==> src/rtl/mem_load_unit_if.sv <==
// rtl/mem_load_unit_if.sv - request, memory-read and response signals of the load unit
interface mem_load_unit_if #(
    parameter int ADDR_W = 7
);
    logic              req_valid;
    logic              req_ready;
    logic [31:0]       req_addr;
    logic [2:0]        req_type;
    logic [4:0]        req_rd;
    logic              mem_rd_en;
    logic [ADDR_W-1:0] mem_rd_addr;
    logic [31:0]       mem_rd_data;
    logic              resp_valid;
    logic              resp_ready;
    logic [31:0]       resp_data;
    logic [4:0]        resp_rd;
    logic              resp_misalign;

    modport master (
        input  req_valid, req_addr, req_type, req_rd, mem_rd_data, resp_ready,
        output req_ready, mem_rd_en, mem_rd_addr, resp_valid, resp_data, resp_rd, resp_misalign
    );

    modport slave (
        output req_valid, req_addr, req_type, req_rd, mem_rd_data, resp_ready,
        input  req_ready, mem_rd_en, mem_rd_addr, resp_valid, resp_data, resp_rd, resp_misalign
    );
endinterface

==> src/rtl/mem_load_unit.sv <==
// rtl/mem_load_unit.sv - MEM-stage load unit: word read, lane select, sign/zero extend
// Optional macro LOAD_EXC_EN: misaligned LH/LHU/LW return a misalign flag instead of reading.
module mem_load_unit #(
    parameter int ADDR_W      = 7,
    parameter int MEM_LATENCY = 1
) (
    input logic            clk,
    input logic            rst_n,
    mem_load_unit_if.master bus
);
    typedef enum logic [1:0] {IDLE, WAIT, RESP} loadStateT;

    loadStateT   state, nextState;
    logic [1:0]  cnt, cntNext;
    logic [1:0]  addrLo;
    logic [2:0]  typeReg;
    logic [4:0]  rdReg;
    logic [31:0] respData;
    logic        respMisalign;
    logic        accept;
    logic        misalignReq;
    logic        unusedAddrBits;

    assign unusedAddrBits = ^bus.req_addr[31:ADDR_W+2];

    // Gating with rst_n keeps the strobe low while reset is held, whatever req_valid does.
    assign accept = rst_n && (state == IDLE) && bus.req_valid;

`ifdef LOAD_EXC_EN
    logic isHalfReq, isWordReq;
    assign isHalfReq   = (bus.req_type == 3'b001) || (bus.req_type == 3'b101);
    assign isWordReq   = !((bus.req_type == 3'b000) || (bus.req_type == 3'b100) || isHalfReq);
    assign misalignReq = (isHalfReq && bus.req_addr[0]) || (isWordReq && (bus.req_addr[1:0] != 2'b00));
`else
    assign misalignReq = 1'b0;
`endif

    function automatic logic [31:0] loadExtend(input logic [2:0] ty, input logic [1:0] lo,
                                               input logic [31:0] word);
        logic [7:0]  b;
        logic [15:0] h;
        case (lo)
            2'b00:   b = word[7:0];
            2'b01:   b = word[15:8];
            2'b10:   b = word[23:16];
            default: b = word[31:24];
        endcase
        // Halfword lane ignores lo[0]; word path ignores lo entirely, which force-aligns.
        h = lo[1] ? word[31:16] : word[15:0];
        case (ty)
            3'b000:  return {{24{b[7]}}, b};
            3'b100:  return {24'd0, b};
            3'b001:  return {{16{h[15]}}, h};
            3'b101:  return {16'd0, h};
            default: return word;
        endcase
    endfunction

    always_ff @(posedge clk or negedge rst_n) begin
        if (!rst_n) begin
            state    <= IDLE;
            cnt      <= 2'd0;
            addrLo   <= 2'd0;
            typeReg  <= 3'd0;
            rdReg    <= 5'd0;
            respData <= 32'd0;
        end else begin
            state <= nextState;
            cnt   <= cntNext;
            if (accept) begin
                addrLo   <= bus.req_addr[1:0];
                typeReg  <= bus.req_type;
                rdReg    <= bus.req_rd;
                respData <= 32'd0;
            end
            if (state == WAIT && cnt == 2'd0) begin
                respData <= loadExtend(typeReg, addrLo, bus.mem_rd_data);
            end
        end
    end

`ifdef LOAD_EXC_EN
    always_ff @(posedge clk or negedge rst_n) begin
        if (!rst_n) begin
            respMisalign <= 1'b0;
        end else if (accept) begin
            respMisalign <= misalignReq;
        end
    end
`else
    assign respMisalign = 1'b0;
`endif

    always_comb begin
        nextState = state;
        cntNext   = cnt;
        case (state)
            IDLE: begin
                if (accept) begin
                    if (misalignReq) begin
                        nextState = RESP;
                    end else begin
                        nextState = WAIT;
                        cntNext   = 2'(MEM_LATENCY - 1);
                    end
                end
            end
            WAIT: begin
                if (cnt == 2'd0) begin
                    nextState = RESP;
                end else begin
                    cntNext = cnt - 2'd1;
                end
            end
            RESP: begin
                if (bus.resp_ready) begin
                    nextState = IDLE;
                end
            end
            default: nextState = IDLE;
        endcase
    end

    assign bus.req_ready     = (state == IDLE);
    assign bus.mem_rd_en     = accept && !misalignReq;
    assign bus.mem_rd_addr   = bus.mem_rd_en ? bus.req_addr[ADDR_W+1:2] : '0;
    assign bus.resp_valid    = (state == RESP);
    assign bus.resp_data     = respData;
    assign bus.resp_rd       = rdReg;
    assign bus.resp_misalign = respMisalign;
endmodule

==> src/flat_wrapper.sv <==
// flat-port wrapper written by rule: the top's interface ports become plain ports
module mem_load_unit_flat 
#(
    parameter int ADDR_W      = 7,
    parameter int MEM_LATENCY = 1
)
  (clk, rst_n, bus_req_valid, bus_req_addr, bus_req_type, bus_req_rd, bus_mem_rd_data, bus_resp_ready, bus_req_ready, bus_mem_rd_en, bus_mem_rd_addr, bus_resp_valid, bus_resp_data, bus_resp_rd, bus_resp_misalign);
  mem_load_unit_if #(.ADDR_W(ADDR_W)) bus_i ();
  input logic clk;
  input logic rst_n;
  input wire logic [$bits(bus_i.req_valid)-1:0] bus_req_valid;
  input wire logic [$bits(bus_i.req_addr)-1:0] bus_req_addr;
  input wire logic [$bits(bus_i.req_type)-1:0] bus_req_type;
  input wire logic [$bits(bus_i.req_rd)-1:0] bus_req_rd;
  input wire logic [$bits(bus_i.mem_rd_data)-1:0] bus_mem_rd_data;
  input wire logic [$bits(bus_i.resp_ready)-1:0] bus_resp_ready;
  output wire logic [$bits(bus_i.req_ready)-1:0] bus_req_ready;
  output wire logic [$bits(bus_i.mem_rd_en)-1:0] bus_mem_rd_en;
  output wire logic [$bits(bus_i.mem_rd_addr)-1:0] bus_mem_rd_addr;
  output wire logic [$bits(bus_i.resp_valid)-1:0] bus_resp_valid;
  output wire logic [$bits(bus_i.resp_data)-1:0] bus_resp_data;
  output wire logic [$bits(bus_i.resp_rd)-1:0] bus_resp_rd;
  output wire logic [$bits(bus_i.resp_misalign)-1:0] bus_resp_misalign;
  assign bus_i.req_valid = bus_req_valid;
  assign bus_i.req_addr = bus_req_addr;
  assign bus_i.req_type = bus_req_type;
  assign bus_i.req_rd = bus_req_rd;
  assign bus_i.mem_rd_data = bus_mem_rd_data;
  assign bus_i.resp_ready = bus_resp_ready;
  assign bus_req_ready = bus_i.req_ready;
  assign bus_mem_rd_en = bus_i.mem_rd_en;
  assign bus_mem_rd_addr = bus_i.mem_rd_addr;
  assign bus_resp_valid = bus_i.resp_valid;
  assign bus_resp_data = bus_i.resp_data;
  assign bus_resp_rd = bus_i.resp_rd;
  assign bus_resp_misalign = bus_i.resp_misalign;
  mem_load_unit #(.ADDR_W(ADDR_W), .MEM_LATENCY(MEM_LATENCY)) u_core (.clk(clk), .rst_n(rst_n), .bus(bus_i));
endmodule
==> config.mk <==
export PLATFORM = sky130hd
export DESIGN_NAME = mem_load_unit_flat
export DESIGN_NICKNAME = d
export VERILOG_FILES = /design/src/rtl/mem_load_unit_if.sv /design/src/rtl/mem_load_unit.sv /design/src/flat_wrapper.sv
export SDC_FILE = /design/constraint.sdc
export NUM_CORES = 1
export LEC_CHECK = 0
export CAP_MARGIN = 20
export CORE_ASPECT_RATIO = 0.5
export CORE_MARGIN = 3
export CORE_UTILIZATION = 35
export CTS_CLUSTER_SIZE = 40
export DETAILED_ROUTE_END_ITERATION = 10
export PLACE_DENSITY = 0.75
export SYNTH_ARGS = -nofsm -noshare
export SYNTH_HDL_FRONTEND = slang
export SYNTH_SLANG_ARGS = --single-unit
==> constraint.sdc <==
create_clock -name clk -period 1.4 [get_ports clk]
set_input_delay 0.14 -clock clk [delete_from_list [all_inputs] [get_ports clk]]
set_output_delay 0.14 -clock clk [all_outputs]
set_load 0.02 [all_outputs]
==> results of run 1 <==
==> through the flow <==
| stage | power [mW] | hold slack, ns | TNS [ns] | instances | worst slack (ns) |
|---|---|---|---|---|---|
| 6_report | 8.93 | 0.00506 | -6.81 | 466 | -0.223 |
| 5_1_grt | 9.35 | 0.0542 | -8.60 | 466 | -0.242 |
| 4_1_cts | 8.10 | 0.0306 | -5.73 | 460 | -0.201 |
| 3_5_place_dp | 6.33 | 0.330 | -30.28 | 438 | -0.814 |
| 3_3_place_gp | 6.20 | 0.314 | -27.15 | 438 | -0.695 |
| 2_1_floorplan | 4.36 | -0.156 | -0.986 | 224 | -0.0989 |
==> final cells by class <==
class | instances | area [um^2]
multi-input cells | 161 | 1370
clock inverters | 1 | 5.00
well taps | 88 | 110
flip-flops and latches | 46 | 1150
inverters | 5 | 18.8
diodes | 1 | 2.50
repair buffers | 157 | 1640
fillers | 376 | 1790
clock buffers | 7 | 143
==> timing repair <==
| item | CTS | global route |
|---|---|---|
| buffers inserted | 13 | 8 |
| gates resized for setup | 110 | 89 |
| gates cloned | 3 | 0 |
| pin swaps | 34 | 16 |
| endpoints found under the setup margin | 63 | 78 |
==> worst paths after layout <==
path | from | slack, ns | endpoint
worst max register to register | u_core.state[0]$_DFFE_PN0P_ | -0.21 | u_core.bus.resp_data[10]$_DFFE_PN0P_
worst max-delay path | u_core.state[0]$_DFFE_PN0P_ | -0.22 | bus_mem_rd_addr[3]
max in group asynchronous | rst_n | 0.96 | u_core.addrLo[1]$_DFFE_PN0P_
min in group clk | bus_req_addr[1] | 0.41 | u_core.addrLo[1]$_DFFE_PN0P_
worst min-delay path | rst_n | 0.005 | u_core.bus.resp_data[5]$_DFFE_PN0P_
worst min register to register | u_core.bus.resp_data[1]$_DFFE_PN0P_ | 0.49 | u_core.bus.resp_data[1]$_DFFE_PN0P_
==> kinds of logic (layout without fill, tap and decap cells) <==
group	count (synthesis)	count (layout)	share of synthesized area
and+or+nand+nor	75	76	0.166
AOI/OAI and AO/OA	65	65	0.206
DFF	46	46	0.497
muxes	18	18	0.0853
buffers and inverters	18	170	0.0383
adders and majority gates	1	1	0.00540
other	1	2	0.00162
==> layout by cell type, fill, tap and decap left out, drive strengths merged, types with 3 or more instances in the layout <==
cell            n
buf            68
clkdlybuf4s50  51
dfrtp          46
nand2          40
dlymetal6s2s   25
o21ai          18
a22oi          16
dlygate4sd2    12
mux2           11
o22ai           8
nand2b          8
clkbuf          8
and2            7
mux2i           7
nor2            6
inv             5
a32o            5
a21oi           5
nor2b           3
or3             3
o221ai          3
==> flip-flops by register name, indices dropped and copies added (netlist names) <==
name and count:
u_core.typeReg 3, u_core.state 2, u_core.bus.resp_data 32, u_core.addrLo 2
u_core.bus.resp_rd 5, u_core.cnt 2
==> report_power, final <==
group | total (mW) | internal (mW) | switching (mW)
sequential | 2.22 | 1.81 | 0.413
clock | 1.22 | 0.709 | 0.508
combinational | 5.49 | 2.77 | 2.72
==> metal layers <==
| layer | vias up | routed length, um | share of wire | track usage |
|---|---|---|---|---|
| met3 | 30 | 783 | 0.079 | 0.0583 |
| met2 | 146 | 5140 | 0.52 | 0.413 |
| met4 | 0 | 236 | 0.024 | 0.0537 |
| met1 | 1316 | 3700 | 0.38 | 0.289 |
| li1 | 1121 | - | - | - |
| met5 | - | 0 | 0 | 0 |
==> flow_metrics.py, run 1 <==
metrics = {
    "run_status": {
        "run_status": "finished, violations left",
        "failing_checks": "setup timing",
    },
    "clocking": {
        "cts-buffers-inserted": 5,
        "clkTransAtPathRegs_ns": 0.06,
        "cts.sink_count": 46,
        "clockRootBuffer": "clkbuf_16",
        "h-tree-depth": 2,
        "clk_path_buf_depth": 2,
        "cts_tree": "done",
        "cts_hold_buffers": 0,
        "clock_latency_ns": 0.29,
    },
    "setup_path": {
        "cp_data_arrival_time_ns": 1.48,
        "crit_path_top_delay_cell": "dfrtp_1",
        "crit_type": "reg2out",
        "crit_path_start_kind": "flip-flop",
        "critical_path.max_fanout": 9,
        "end_kind": "output pin",
        "path_cells": "and4bb_4 > buf_12 > and2_1 > buf_6",
        "critPathMaxStageDelay_ns": 0.41,
        "reg2reg_depth": 7,
        "worst_path_dominant_cell_family": "simple AND/OR/NAND/NOR gates",
        "critPathRequiredTime_ns": 1.26,
        "timing.critical_path.depth": 4,
        "number_of_buffer_and_inverter_stages_on_the_critical_path": 2,
    },
    "grt": {
        "first_pass_grt_wire_length_um": 13900,
        "grt_remaining_overflow": 0,
        "antenna_found_initial": 1,
        "grt_start_max_net_pins": 48,
        "via_count_of_the_first_global_routing_pass": 2599,
        "grt_use_total": 0.234,
    },
    "layout": {
        "postLayoutCoreUtil": 0.713,
        "postLayoutCellArea_mm2": 0.00444,
        "syn_to_final_growth_pct": 91.7,
        "drive_above_1_share": 0.403,
        "fin_nets": 453,
    },
    "synth": {
        "yosysWarnings": 0,
        "net_count_synth": 301,
        "yosysTopAreaCellShare": 0.497,
        "synth_seq_area_share": 0.497,
        "synth_commonest_cells": "46 x dfrtp_1, 40 x nand2_1, 16 x a22oi_1, 16 x o21ai_0, 10 x mux2_2",
        "yosys-top-cells-area": "dfrtp_1 50%, nand2_1 6.5%, a22oi_1 5.2%, mux2_2 4.9%, o21ai_0 3.5%",
        "syn_area_mm2": 0.00232,
        "yosys.area.top_type": "dfrtp_1",
        "ys_ff_latch": 46,
        "synthFlopType": "dfrtp_1",
        "synthCells": 224,
        "syn_avg_cell_area_um2": 10.3,
        "synth_most_common_cell": "dfrtp_1",
        "netlist-cell-type-count": 41,
        "synth-edff-count": 0,
        "postSynth.asyncResetShare": 1.00,
    },
    "route": {
        "wl_per_cell_um": 21.2,
        "drt_pass1_iterations": 7,
        "post_detailed_route_drc_marker_count": 0,
        "vias": 2613,
        "mean_number_of_vias_per_cell": 5.61,
        "starting_drc_count_in_detailed_routing": 307,
        "detail_route.wirelength_um": 9870,
        "final_antenna_net_count": 0,
    },
    "sta": {
        "timing.clock.skew_ns": 0.00375,
        "tightestPinTransition_ns": 0.610,
        "finalHoldViolations": 0,
        "post-route-min-period_ns": 1.62,
        "slew_viol_final": 0,
        "setup_repair_after_global_routing_missed_its_margin": "yes",
        "timing.slew.headroom": 0.593,
        "report.final.setup_viol": 52,
        "final_min_period_over_clock_period": 1.16,
        "worst_setup_slack_after_layout_ns": -0.223,
        "achievable-frequency_mhz": 616,
    },
    "placement": {
        "post_dp_cell_area_mm2": 0.00370,
        "placed_wire_length_estimate_um": 5750,
        "place.port_buffers": 99,
        "gp_congestion": 0.950,
    },
    "min_path": {
        "min_path_type": "in2async",
    },
    "power": {
        "power_per_cell_area_mw_per_mm2": 2010,
        "total_leakage_power_nw": 2.38,
        "peak_supply_drop_mv": 0.882,
    },
    "floorplan": {
        "io_pins": 124,
        "placeableCoreArea_mm2": 0.00623,
        "die_width_um": 121,
        "fp.dieArea_mm2": 0.00769,
        "initial_standard_cell_utilization_of_the_core": 0.372,
        "floorplan.rows": 20,
        "dieHeight_um": 63.5,
    },
    "job": {
        "max_cap_viol_count": 0,
    },
}
Power figures use the tool's default switching activity.
==> inputs of run 2 (changes only) <==
Settings changed: CORE_MARGIN 3 to 8, SLEW_MARGIN from default to 20.
==> flow_metrics.py, run 2 (same netlist as run 1, synthesis figures left out) <==
metrics = {
    "setup_path": {
        "critPathRequiredTime_ns": 1.57,
        "internal_reg_to_reg_setup_slack_ns": -0.19,
        "r2r_endpoint": "u_core.bus.resp_data[12]$_DFFE_PN0P_",
        "cp_data_arrival_time_ns": 1.75,
        "critPathLaunch": "u_core.addrLo[1]$_DFFE_PN0P_",
        "crit_type": "reg2reg",
        "r2r-start": "u_core.addrLo[1]$_DFFE_PN0P_",
        "critical_path.max_fanout": 7,
        "endpoint": "u_core.bus.resp_data[12]$_DFFE_PN0P_",
        "reg2reg_depth": 4,
        "end_kind": "flip-flop",
        "crit_path_start_kind": "flip-flop",
    },
    "route": {
        "wl_per_cell_um": 20.3,
        "starting_drc_count_in_detailed_routing": 170,
        "detail_route.wirelength_um": 9350,
        "drt_pass1_iterations": 4,
        "vias": 2445,
        "mean_number_of_vias_per_cell": 5.30,
        "post_detailed_route_drc_marker_count": 0,
        "final_antenna_net_count": 0,
    },
    "clocking": {
        "cts_hold_buffers": 0,
        "h-tree-depth": 2,
        "clock_latency_ns": 0.29,
        "cts.sink_count": 46,
        "cts-buffers-inserted": 5,
        "clkTransAtPathRegs_ns": 0.07,
        "cts_tree": "done",
        "clockRootBuffer": "clkbuf_16",
        "clk_path_buf_depth": 2,
    },
    "sta": {
        "finalHoldViolations": 0,
        "worst_setup_slack_after_layout_ns": -0.187,
        "timing.clock.skew_ns": 0.00729,
        "slew_viol_final": 0,
        "achievable-frequency_mhz": 630,
        "final_min_period_over_clock_period": 1.13,
        "report.final.setup_viol": 47,
        "holdWs_ns": 0.0724,
        "tightestPinTransition_ns": 0.589,
        "setup_repair_after_global_routing_missed_its_margin": "yes",
        "post-route-min-period_ns": 1.59,
        "timing.slew.headroom": 0.608,
    },
    "floorplan": {
        "die_width_um": 131,
        "io_pins": 124,
        "dieHeight_um": 73.5,
        "floorplan.rows": 21,
        "fp.dieArea_mm2": 0.00964,
        "placeableCoreArea_mm2": 0.00654,
        "initial_standard_cell_utilization_of_the_core": 0.354,
    },
    "power": {
        "power_frac_clock": 0.156,
        "cell_internal_pwr_mw": 5.18,
        "power_per_cell_area_mw_per_mm2": 2020,
        "power.combinational.fraction": 0.591,
        "peak_supply_drop_mv": 0.795,
        "total_leakage_power_nw": 2.18,
        "p_seq_frac": 0.254,
        "power_switching_share": 0.398,
        "switching_power_mw": 3.42,
    },
    "grt": {
        "grt_use_total": 0.179,
        "grt_start_max_net_pins": 48,
        "grt_remaining_overflow": 0,
        "first_pass_grt_wire_length_um": 13500,
        "antenna_found_initial": 0,
        "via_count_of_the_first_global_routing_pass": 2590,
    },
    "layout": {
        "fin_nets": 445,
        "largest_reg_flops": 32,
        "postLayoutCellArea_mm2": 0.00425,
        "layout.cells.most_common": "clkdlybuf4s50_1",
        "finish.cell_count_without_fillers": 461,
        "layout.cells.most_common_list": "52 x clkdlybuf4s50_1, 45 x dfrtp_1, 39 x nand2_1",
        "drive_above_1_share": 0.350,
        "syn_to_final_growth_pct": 83.4,
        "postLayoutCoreUtil": 0.650,
        "ant_diodes": 0,
    },
    "placement": {
        "placement.setup.worst_slack_ns": -0.553,
        "placed_wire_length_estimate_um": 6530,
        "placed_cells": 444,
        "gp_congestion": 0.915,
        "post_dp_cell_area_mm2": 0.00371,
        "place.port_buffers": 99,
    },
    "run_status": {
        "run_status": "finished, violations left",
        "failing_checks": "setup timing",
    },
    "min_path": {
        "min_path_type": "in2async",
    },
    "job": {
        "max_cap_viol_count": 0,
    },
}
[run 2: changes by cell type in the layout (fill, tap and decap cells not counted), sizes merged]
cell / before / now
and4bb: 1 / 2
buf: 68 / 59
bufinv: 0 / 1
clkdlybuf4s50: 51 / 52
clkinv: 1 / 0
clkinvlp: 0 / 1
diode: 1 / 0
dlygate4sd2: 12 / 20
dlymetal6s2s: 25 / 16
nor2: 6 / 5
[run 2: worst min-delay path by stage]
stage          start                                   to  slack [ns]  depth (start not counted)
2_1_floorplan  rst_n         u_core.addrLo[0]$_DFFE_PN0P_       -0.16                          0
3_3_place_gp   rst_n  u_core.bus.resp_data[5]$_DFFE_PN0P_        0.34                          2
3_5_place_dp   rst_n         u_core.addrLo[1]$_DFFE_PN0P_        0.35                          2
4_1_cts        rst_n        u_core.typeReg[0]$_DFFE_PN0P_        0.07                          2
5_1_grt        rst_n        u_core.typeReg[0]$_DFFE_PN0P_        0.11                          2
6_report       rst_n        u_core.typeReg[0]$_DFFE_PN0P_        0.07                          2
[run 2: layer usage]
layer | up-vias | GRT usage | part of all wire
met2 | 106 | 0.317 | 0.51
met3 | 26 | 0.0340 | 0.067
li1 | 1102 | - | -
met1 | 1211 | 0.214 | 0.39
met4 | 0 | 0.0631 | 0.028
met5 | - | 0 | 0
[run 2: area by class of cell]
type,instances,area [um^2]
multi-input cells,161,1310
clock buffers,6,129
fillers,448,2290
flip-flops and latches,46,1150
clock inverters,2,37.5
repair buffers,149,1490
inverters,5,21.3
well taps,92,115
[run 2: power groups by stage]
stage	sequential (mW)	combinational, mW	clock, mW
floorplan	2.54	1.82	0
global placement	2.11	4.21	0
finish	2.18	5.08	1.34
detailed placement	2.14	4.33	0
CTS	2.14	4.60	1.35
global route	2.22	5.37	1.43
[run 2: timing repair]
| item | CTS | global route |
|---|---|---|
| setup buffers | 6 | 0 |
| setup endpoints to repair | 71 | 66 |
| hold endpoints to repair | 0 | 0 |
| pin swaps | 20 | 15 |
| resized for setup | 113 | 46 |
| cloned | 1 | 3 |
[run 2: worst max-delay path, stage by stage (launching register included)]
cell and delay, ns:
dfrtp_2 0.47, mux2_4 0.36, a211oi_4 0.27, a21oi_4 0.13, a32o_1 0.24
[run 2: per-stage QoR]
| stage | power [mW] | TNS (ns) |
|---|---|---|
| floorplan | 4.36 | -0.986 |
| CTS | 8.09 | -2.53 |
| global placement | 6.33 | -14.61 |
| finish | 8.61 | -5.63 |
| global route | 9.03 | -7.60 |
| detailed placement | 6.47 | -17.19 |
==> RTL change: new RTL, config.mk and constraints of run 1 <==
The 3 states of `loadStateT` get a one-hot encoding in 3 bits.
--- a/src/rtl/mem_load_unit.sv
+++ b/src/rtl/mem_load_unit.sv
@@ -8,7 +8,7 @@
     input logic            rst_n,
     mem_load_unit_if.master bus
 );
-    typedef enum logic [1:0] {IDLE, WAIT, RESP} loadStateT;
+    typedef enum logic [2:0] {IDLE = 3'b001, WAIT = 3'b010, RESP = 3'b100} loadStateT;
 
     loadStateT   state, nextState;
     logic [1:0]  cnt, cntNext;
Check against the original RTL: same outputs for any inputs over 10 cycles, from zero or initial values and one cycle with rst_n low; not proved beyond that.
==> RTL change against run 1 <==
  * The flow finishes with violations (negative hold slack, negative setup slack)
  * Synthesized area is 1.3% higher
  * Routed wire length down 23%
  * Sequential cell count up 1
  * Synthesized cell count is 8.5% lower
  * Total power decreased by 28%
  * Clock power rose by 14%
  * Largest cell class unchanged
  * Count of clock-buffer cells in the layout shrank 2
  * Die area up 1.2%
  * Worst setup slack worse by 110 ps
  * Design area fell by 8.0%
  * Highest routed layer unchanged
  * Sequential power fell by 9%
==> RTL change: results <==
[outcome]
run_status = "finished with violations"
violations = "negative hold slack, negative setup slack"

[grt]
grt_first_pass_wirelength_mm = 11.36
grt_pass1_vias = 2296
antenna_found_initial = 0

[worst_setup_path]
critPathArrivalTime_ps = 1910
cp_slowest_cell = "dfstp_2"
cp-startpoint = "u_core.state[0]"
reg2reg_to = "u_core.bus.resp_data[3]"
critPathMaxStageDelay_ps = 540

[routing]
initialDrtViolationCount = 149
finalWirelength_mm = 7.576
first_pass_iters = 4
via_per_inst = 5.340

[cts]
ctsResizeCount = 92

[placed_design]
dp_slack_ps = -607.6
dpl_cell_area_sq_um = 3636
hpwl_mm = 5.144

[final_layout]
final_nets = 414
fillers = 455
antenna_cells = 0

[timing]
relSlewSlack_pct = 59.55
fin_tns_setup_ps = -12840
fin_crit_ps = 1732
finalHoldViolations = 6
setup_viol = 52
whs_ps = -9.490
finalClockSkew_ps = 5.118
layout_setup_ws_ps = -332.4

[logic_synthesis]
synthTopCellsByArea = "dfrtp_1 (49%), a221o_1 (9.8%), mux2_2 (9.1%)"
ys_seq_area_share_pct = 50.16
synthAdderAreaFrac_pct = 0.5330
synthMuxAreaShare_pct = 13.91
synth_common_cells = "dfrtp_1 (46), a221o_1 (23), mux2_2 (19), nor2_1 (14), o21ai_0 (14)"

[power]
comb_power_share_pct = 46.9
p_sw_mw = 2.243
RTL change: metal layers:
layer / wire length (um) / up-vias / GRT usage (%)
met5: 0 / - / 0
met4: 187 / 0 / 5.726
met3: 484 / 23 / 4.244
met2: 3923 / 89 / 31.52
met1: 2980 / 1138 / 22.78
li1: - / 1025 / -
RTL change: layout make-up:
cell class                 count  area (sq um)  area share [%]
clock buffer                   5         125.1           3.061
clock inverter                 3         46.29           1.133
inverter                       4         15.01          0.3673
multi-input combinational    138          1196           29.26
sequential                    47          1179           28.83
tap                           88         110.1           2.694
timing repair buffer         141          1416           34.65
RTL change: metrics by stage:
stage | utilization (%) | power, mW | cells
3_3_place_gp | 57.89 | 4.817 | 404
6_report | 65.08 | 6.443 | 426
4_1_cts | 61.53 | 6.216 | 416
5_1_grt | 65.08 | 6.755 | 426
3_5_place_dp | 57.89 | 4.885 | 404
2_1_floorplan | - | 3.577 | 205
